--- src/rtl/mc_ctrl_pkg.sv ---
// Shared types and constants for the multicycle control FSM: the state
// enumeration, the opcodes the controller understands, and the ALU operation codes.
package mc_ctrl_pkg;

    localparam int ST_W  = 4;
    localparam int OPC_W = 6;

    typedef enum logic [ST_W-1:0] {
        FETCH     = 4'd0,
        DECODE    = 4'd1,
        MEM_ADDR  = 4'd2,
        MEM_RD    = 4'd3,
        MEM_WB    = 4'd4,
        MEM_WR    = 4'd5,
        R_EXEC    = 4'd6,
        R_WB      = 4'd7,
        BRANCH    = 4'd8,
        JUMP      = 4'd9,
        ADDI_EXEC = 4'd10,
        ADDI_WB   = 4'd11
    } state_t;

    // Instruction opcodes (bits 31:26)
    localparam logic [OPC_W-1:0] RTYPE = 6'b000000;
    localparam logic [OPC_W-1:0] LW    = 6'b100011;
    localparam logic [OPC_W-1:0] SW    = 6'b101011;
    localparam logic [OPC_W-1:0] BEQ   = 6'b000100;
    localparam logic [OPC_W-1:0] J     = 6'b000010;
    localparam logic [OPC_W-1:0] ADDI  = 6'b001000;

    // ALU operation codes
    localparam logic [OPC_W-1:0] NOP   = 6'b000000;
    localparam logic [OPC_W-1:0] ADD   = 6'b100000;
    localparam logic [OPC_W-1:0] SUB   = 6'b100010;

    // True for every opcode the controller can sequence
    function automatic logic op_legal(input logic [OPC_W-1:0] op);
        return (op == RTYPE) || (op == LW) || (op == SW) ||
               (op == BEQ)   || (op == J)  || (op == ADDI);
    endfunction

endpackage

--- src/rtl/mc_control_fsm_aluop_dec.sv ---
// ALU operation selection: a pure decode of the current control state,
// with the R-type funct field passed straight through during execute.
module mc_aluop_dec
    import mc_ctrl_pkg::*;
#(
    parameter int OP_W = 6
) (
    input  state_t          state,
    input  logic [OP_W-1:0] funct,
    output logic [OP_W-1:0] alu_op
);

    // Address/PC arithmetic adds, compare subtracts, R-type uses funct
    always_comb begin
        alu_op = OP_W'(NOP);
        case (state)
            FETCH,
            DECODE,
            MEM_ADDR,
            ADDI_EXEC: alu_op = OP_W'(ADD);
            BRANCH:    alu_op = OP_W'(SUB);
            R_EXEC:    alu_op = funct;
            default:   alu_op = OP_W'(NOP);
        endcase
    end

endmodule

--- src/rtl/mc_control_fsm.sv ---
// Multicycle datapath controller. Moore outputs decoded from the state
// register; the only input-dependent outputs are the FETCH write enables
// (gated by memory ready), illegal_op in DECODE and the funct pass-through.
// Build option: MC_MEM_WAIT_EN -- when defined, FETCH/MEM_RD/MEM_WR stall
// while mem_ready=0; when undefined mem_ready is ignored and treated as 1.
module mc_control_fsm
    import mc_ctrl_pkg::*;
#(
    parameter int STATE_W = 4,   // must be at least ST_W
    parameter int OP_W    = 6
) (
    input  logic            clk,
    input  logic            rst_n,
    input  logic [OP_W-1:0] opcode,
    input  logic [OP_W-1:0] funct,
    input  logic            zero,
    input  logic            mem_ready,
    output logic            pc_write,
    output logic            pc_write_cond,
    output logic            i_or_d,
    output logic            mem_read,
    output logic            mem_write,
    output logic            ir_write,
    output logic            mem_to_reg,
    output logic            reg_write,
    output logic            reg_dst,
    output logic            alu_src_a,
    output logic [1:0]      alu_src_b,
    output logic [1:0]      pc_source,
    output logic [OP_W-1:0] alu_op,
    output logic            illegal_op
);

    logic [STATE_W-1:0] r_state;
    state_t             w_state;
    state_t             w_next;
    logic               w_ready;
    logic               w_unused_in;

    // The branch decision (zero AND pc_write_cond) lives in the datapath,
    // so zero is only routed here for interface completeness.
`ifdef MC_MEM_WAIT_EN
    assign w_ready     = mem_ready;
    assign w_unused_in = zero;
`else
    assign w_ready     = 1'b1;
    assign w_unused_in = zero ^ mem_ready;
`endif

    assign w_state = state_t'(r_state[ST_W-1:0]);

    // State register; reset wins over any in-flight memory access
    always_ff @(posedge clk) begin
        if (!rst_n) begin
            r_state <= STATE_W'(FETCH);
        end else begin
            r_state <= STATE_W'(w_next);
        end
    end

    // Next-state and datapath control decode
    always_comb begin
        w_next        = w_state;
        pc_write      = 1'b0;
        pc_write_cond = 1'b0;
        i_or_d        = 1'b0;
        mem_read      = 1'b0;
        mem_write     = 1'b0;
        ir_write      = 1'b0;
        mem_to_reg    = 1'b0;
        reg_write     = 1'b0;
        reg_dst       = 1'b0;
        alu_src_a     = 1'b0;
        alu_src_b     = 2'd0;
        pc_source     = 2'd0;
        illegal_op    = 1'b0;
        case (w_state)
            FETCH: begin
                // PC+4 and IR load commit only once the word is back
                mem_read  = 1'b1;
                ir_write  = w_ready;
                pc_write  = w_ready;
                alu_src_b = 2'd1;
                if (w_ready) w_next = DECODE;
            end
            DECODE: begin
                // Speculative branch target computed while decoding
                alu_src_b = 2'd3;
                case (opcode)
                    LW, SW:  w_next = MEM_ADDR;
                    RTYPE:   w_next = R_EXEC;
                    BEQ:     w_next = BRANCH;
                    J:       w_next = JUMP;
                    ADDI:    w_next = ADDI_EXEC;
                    default: begin
                        w_next     = FETCH;
                        illegal_op = rst_n;
                    end
                endcase
            end
            MEM_ADDR: begin
                alu_src_a = 1'b1;
                alu_src_b = 2'd2;
                w_next    = (opcode == SW) ? MEM_WR : MEM_RD;
            end
            MEM_RD: begin
                mem_read = 1'b1;
                i_or_d   = 1'b1;
                if (w_ready) w_next = MEM_WB;
            end
            MEM_WB: begin
                reg_write  = 1'b1;
                mem_to_reg = 1'b1;
                w_next     = FETCH;
            end
            MEM_WR: begin
                mem_write = 1'b1;
                i_or_d    = 1'b1;
                if (w_ready) w_next = FETCH;
            end
            R_EXEC: begin
                alu_src_a = 1'b1;
                alu_src_b = 2'd0;
                w_next    = R_WB;
            end
            R_WB: begin
                reg_write = 1'b1;
                reg_dst   = 1'b1;
                w_next    = FETCH;
            end
            BRANCH: begin
                alu_src_a     = 1'b1;
                alu_src_b     = 2'd0;
                pc_write_cond = 1'b1;
                pc_source     = 2'd1;
                w_next        = FETCH;
            end
            JUMP: begin
                pc_write  = 1'b1;
                pc_source = 2'd2;
                w_next    = FETCH;
            end
            ADDI_EXEC: begin
                alu_src_a = 1'b1;
                alu_src_b = 2'd2;
                w_next    = ADDI_WB;
            end
            ADDI_WB: begin
                reg_write = 1'b1;
                w_next    = FETCH;
            end
            default: w_next = FETCH;
        endcase
    end

    mc_aluop_dec #(
        .OP_W   (OP_W)
    ) u_aluop_dec (
        .state  (w_state),
        .funct  (funct),
        .alu_op (alu_op)
    );

endmodule
--- config.mk ---
export PLATFORM = sky130hd
export DESIGN_NAME = mc_control_fsm
export DESIGN_NICKNAME = d
export VERILOG_FILES = /design/src/rtl/mc_ctrl_pkg.sv /design/src/rtl/mc_control_fsm_aluop_dec.sv /design/src/rtl/mc_control_fsm.sv
export SDC_FILE = /design/constraint.sdc
export NUM_CORES = 1
export LEC_CHECK = 0
export ABC_AREA = 1
export BUFFER_PORTS_ARGS = -buffer_cell sky130_fd_sc_hd__buf_4
export CAP_MARGIN = 20
export CORE_MARGIN = 4
export CORE_UTILIZATION = 36
export DETAILED_ROUTE_END_ITERATION = 10
export PLACE_DENSITY = 0.8
export SYNTH_ARGS = -nofsm -noshare
export SYNTH_HDL_FRONTEND = slang
export SYNTH_SLANG_ARGS = --single-unit
--- constraint.sdc ---
create_clock -name clk -period 1 [get_ports clk]
set_clock_uncertainty 0.05 [all_clocks]
set_input_delay 0.1 -clock clk [delete_from_list [all_inputs] [get_ports clk]]
set_output_delay 0.1 -clock clk [all_outputs]
set_load 0.1 [all_outputs]
==> run summary, run 1 <==
Port bufs -> 34
Main combinational cell family by area after synthesis -> simple AND/OR/NAND/NOR gates
Cts bufs inserted -> 3
Mux cell area share after synthesis -> 0
# resized after CTS -> 93
H-tree Lvls -> 1
Die Y -> 47.46 um
Synth Area in Adders -> 0
Post-cts hold buffer count -> 0
IO Count -> 37
CTS sink cnt -> 4
Pre-CTS setup slack -> -0.3339 ns
Status -> aborted with a tool error
Mean Syn Cell Area -> 5.143 sq um
DIE WIDTH -> 47.46 um
YS warnings -> 0
Placed insts -> 177
GP Congestion -> 0.8102
Halt point of the flow -> 4_1_cts
Max Buffers Root-to-Sink -> 2
Initial core utilization -> 0.4054
Post-synth ARST share -> 0
Synth cell types -> 17
Sequential share of the synthesized area -> 0.1429
XOR/XNOR share of the synthesized area -> 0
Complex-gate fraction of the synthesized area -> 0.08259
Yosys reg bits -> 4
DP HPWL -> 1855 um
Row cnt -> 13
Post-CTS setup buffer count -> 6
CTS root buf -> clkbuf_4
Post-synth EDFFs -> 0
Mapped cell area -> 560.5 sq um
Mapped Nets -> 125
Gate Count Post-Synth -> 109
Top FF cell, synth -> dfxtp_1
Halt Reason -> [ERROR DPL-0038] Utilization greater than 100%, impossible to legalize
Post-synthesis simple-gate area fraction -> 0.5737
metrics by stage:
step	util	setup TNS (ns)	area, sq um
after detailed placement	0.8109	-6.051	1121
after floorplan	-	-11.51	704.4
after global placement	0.8109	-5.421	1121
cells by family after synthesis:
logic type      Yosys count
buf+inv                  29
flops                     4
simple gates             68
compound gates            8
synth_stat cells, types with 2 or more instances:
cell type,n,area (sq um)
inv_2,10,37.54
nand3_1,8,40.04
inv_1,18,67.56
nor2_2,8,50.05
nor2_4,3,33.78
o21ai_0,2,10.01
dfxtp_1,4,80.08
nand2_1,26,97.59
nor2_1,19,71.32
nand2_2,2,12.51
a21oi_1,3,15.01
==> run 2, diff against run 1 <==
- CORE_AREA: unset -> 4 4 65 67
- CORE_MARGIN: 4 -> unset
- CORE_UTILIZATION: 36 -> unset
- DIE_AREA: unset -> 0 0 69 71
- PLACE_DENSITY: 0.8 -> unset
- PLACE_DENSITY_LB_ADDON: unset -> 0.15
- clock period: 1 -> 1.3 ns (I/O delays scaled with it)
==> run 2 against run 1 <==
  * Synthesized area did not move
  * Synthesized cell count unchanged
  * The flow now finishes, with violations (negative setup slack)
==> run summary, run 2 <==
Final wirelength -> 2266 um
Placeable Area -> 3633 sq um
Final Hold Viols -> 0
CTS sink cnt -> 4
Synth area leaders -> nand2_1, dfxtp_1, nor2_1, inv_1, nor2_2
Leak pwr -> 0.7407 nW
Top FF cell, synth -> dfxtp_1
Combinational Power Share -> 0.532
Post-cts hold buffer count -> 0
Seq pwr share -> 0.159
DIE WIDTH -> 69 um
CP Capture Type -> output port
Peak VDD IR -> 0.3258 mV
DP HPWL -> 1771 um
Number of vias per cell -> 3.954
WP data required -> 1.12 ns
CP Max Fanout -> 4
Cts bufs inserted -> 3
Post-synth ARST share -> 0
H-tree Lvls -> 1
CTS root buf -> clkbuf_8
Nets -> 186
Commonest cells in the netlist -> nand2_1, nor2_1, inv_1, inv_2
Initial DRT Pass Iterations -> 4
Clock Latency Late Sink -> 0.21 ns
GRT Total Usage -> 0.09535
Antenna-violating nets left -> 0
Filler instances -> 375
Yosys reg bits -> 4
Internal power -> 491.6 uW
IO Count -> 37
Unrepaired setup endpoints after global routing -> true
Net Sw Frac -> 0.4051
Final setup viols -> 21
Commonest non-fill, non-tap cell in the layout -> buf_4
Area occupied by multi-input gates -> 563.0 sq um
Port bufs -> 34
Residual DRC -> 0
Proportion of layout cells with a drive suffix above 1 -> 0.7143
DR WL/cell -> 10.49 um
CP Launch Type -> register
Placed insts -> 207
TritonCTS clock tree -> built
Vias in the first global route -> 878
Initial core utilization -> 0.1543
Antenna violations before repair -> 0
Critical Setup Path Class -> reg2out
Finished Cell Area -> 1588 sq um
Fin cells -> 216
Hold Slack -> 0.09039 ns
Mapped Nets -> 125
Worst path arrival time -> 1.32 ns
Crit share post-route -> 1.151
Row cnt -> 22
Mapped cell area -> 560.5 sq um
# diodes -> 0
Max frequency -> 668.1 MHz
Sequential share of the synthesized area -> 0.1429
Pwr/cell area -> 520.5 nW/um^2
Worst Tran Pin Value -> 0.2205 ns
Mean Syn Cell Area -> 5.143 sq um
Relative slew slack -> 0.8525
GR Overflow Total -> 0
Worst setup margin -> -0.1968 ns
Max Cap Viol -> 0
Post-synth EDFFs -> 0
Via count -> 854
Final Max Slew Viols -> 0
Clock-pin slew on the worst setup and hold paths -> 0.03 ns
GP Congestion -> 0.7196
Status -> finished, violations left
Area leader, netlist -> nand2_1
Largest Register -> r_state
Max reg flops -> 4
Gate Count Post-Synth -> 109
Top Registers -> r_state: 4 flops
Hold Crit Class -> in2reg
Pin count of the biggest net entering global routing -> 6
Clock share of power -> 0.309
First-pass GRT wire length -> 3870 um
Max Buffers Root-to-Sink -> 2
Die area -> 4899 sq um
Final min period -> 1.497 ns
Violated checks -> negative setup slack
Synth cell types -> 17
Commonest non-fill, non-tap cells in the layout -> buf_4, buf_12, nand2_1
Most numerous cell in the Yosys netlist -> nand2_1
Synth top area share -> 0.1741
Die Y -> 71 um
DRT iter0 DRCs -> 22
Placed instance area -> 1111 sq um
Synthesis-to-layout area growth -> 183.3%
YS warnings -> 0
Switch Pwr -> 334.8 uW
Register area -> 95.09 sq um
## run 2: layer usage
metal	global-route usage	routed length, um
met5	0	0
met4	0.02603	29
met3	0.01278	65
met2	0.1917	1323
met1	0.1025	849
## run 2: final cells by class
| type | instances | share of cell area |
|---|---|---|
| Tap cell | 48 | 0.03783 |
| Clock buffer | 3 | 0.02600 |
| Multi-Input combinational cell | 76 | 0.3546 |
| Sequential cell | 4 | 0.05989 |
| Inverter | 28 | 0.07723 |
| Timing Repair Buffer | 57 | 0.4444 |
## run 2: through the flow
stage / power, mW / setup slack (ns) / util / setup TNS, ns
final: 0.8264 / -0.1968 / 0.4370 / -2.299
after global routing: 0.8687 / -0.2677 / 0.4370 / -3.574
after CTS: 0.8231 / -0.2080 / 0.4118 / -2.788
after detailed placement: 0.4887 / -0.07996 / 0.3058 / -0.5364
after global placement: 0.4859 / -0.06206 / 0.3058 / -0.4330
after floorplan: 0.3803 / -0.7661 / - / -5.943
## run 2: worst paths after layout
kind,from,endpoint,slack [ns],depth (start not counted)
setup reg to reg,r_state[3],r_state[2],0.05,9
hold / removal,rst_n,r_state[2],0.09,3
hold reg to reg,r_state[3],r_state[0],0.59,3
setup / recovery,r_state[3],alu_op[5],-0.20,7
## run 2: cell families after synthesis
kind of cell	after synthesis	share of synthesized area
buffers and inverters	29	0.2009
AND/OR/NAND/NOR	68	0.5737
flip-flops	4	0.1429
AO/OA/AOI/OAI	8	0.08258
## run 2: timing repair
item | 4_1_cts | 5_1_grt
endpoints found under the setup margin | 21 | 24
setup buffers | 4 | 2
pin swaps | 2 | 8
resized for setup | 81 | 21
## run 2: critical path: stages (launching register included)
cell	delay, ns
dfxtp_4	0.36
inv_4	0.05
nor2_4	0.11
inv_4	0.07
nor2_4	0.12
inv_2	0.07
nand4_1	0.13
buf_12	0.19
## run 2: power groups by stage
stage          combinational, mW  clock [mW]  sequential (mW)
6_report                   0.440       0.256            0.131
5_1_grt                    0.463       0.273            0.132
4_1_cts                    0.427       0.262            0.134
3_5_place_dp               0.354           0            0.135
3_3_place_gp               0.351           0            0.135
2_1_floorplan              0.247           0            0.134
No activity file was read; power rests on OpenSTA's default activity.
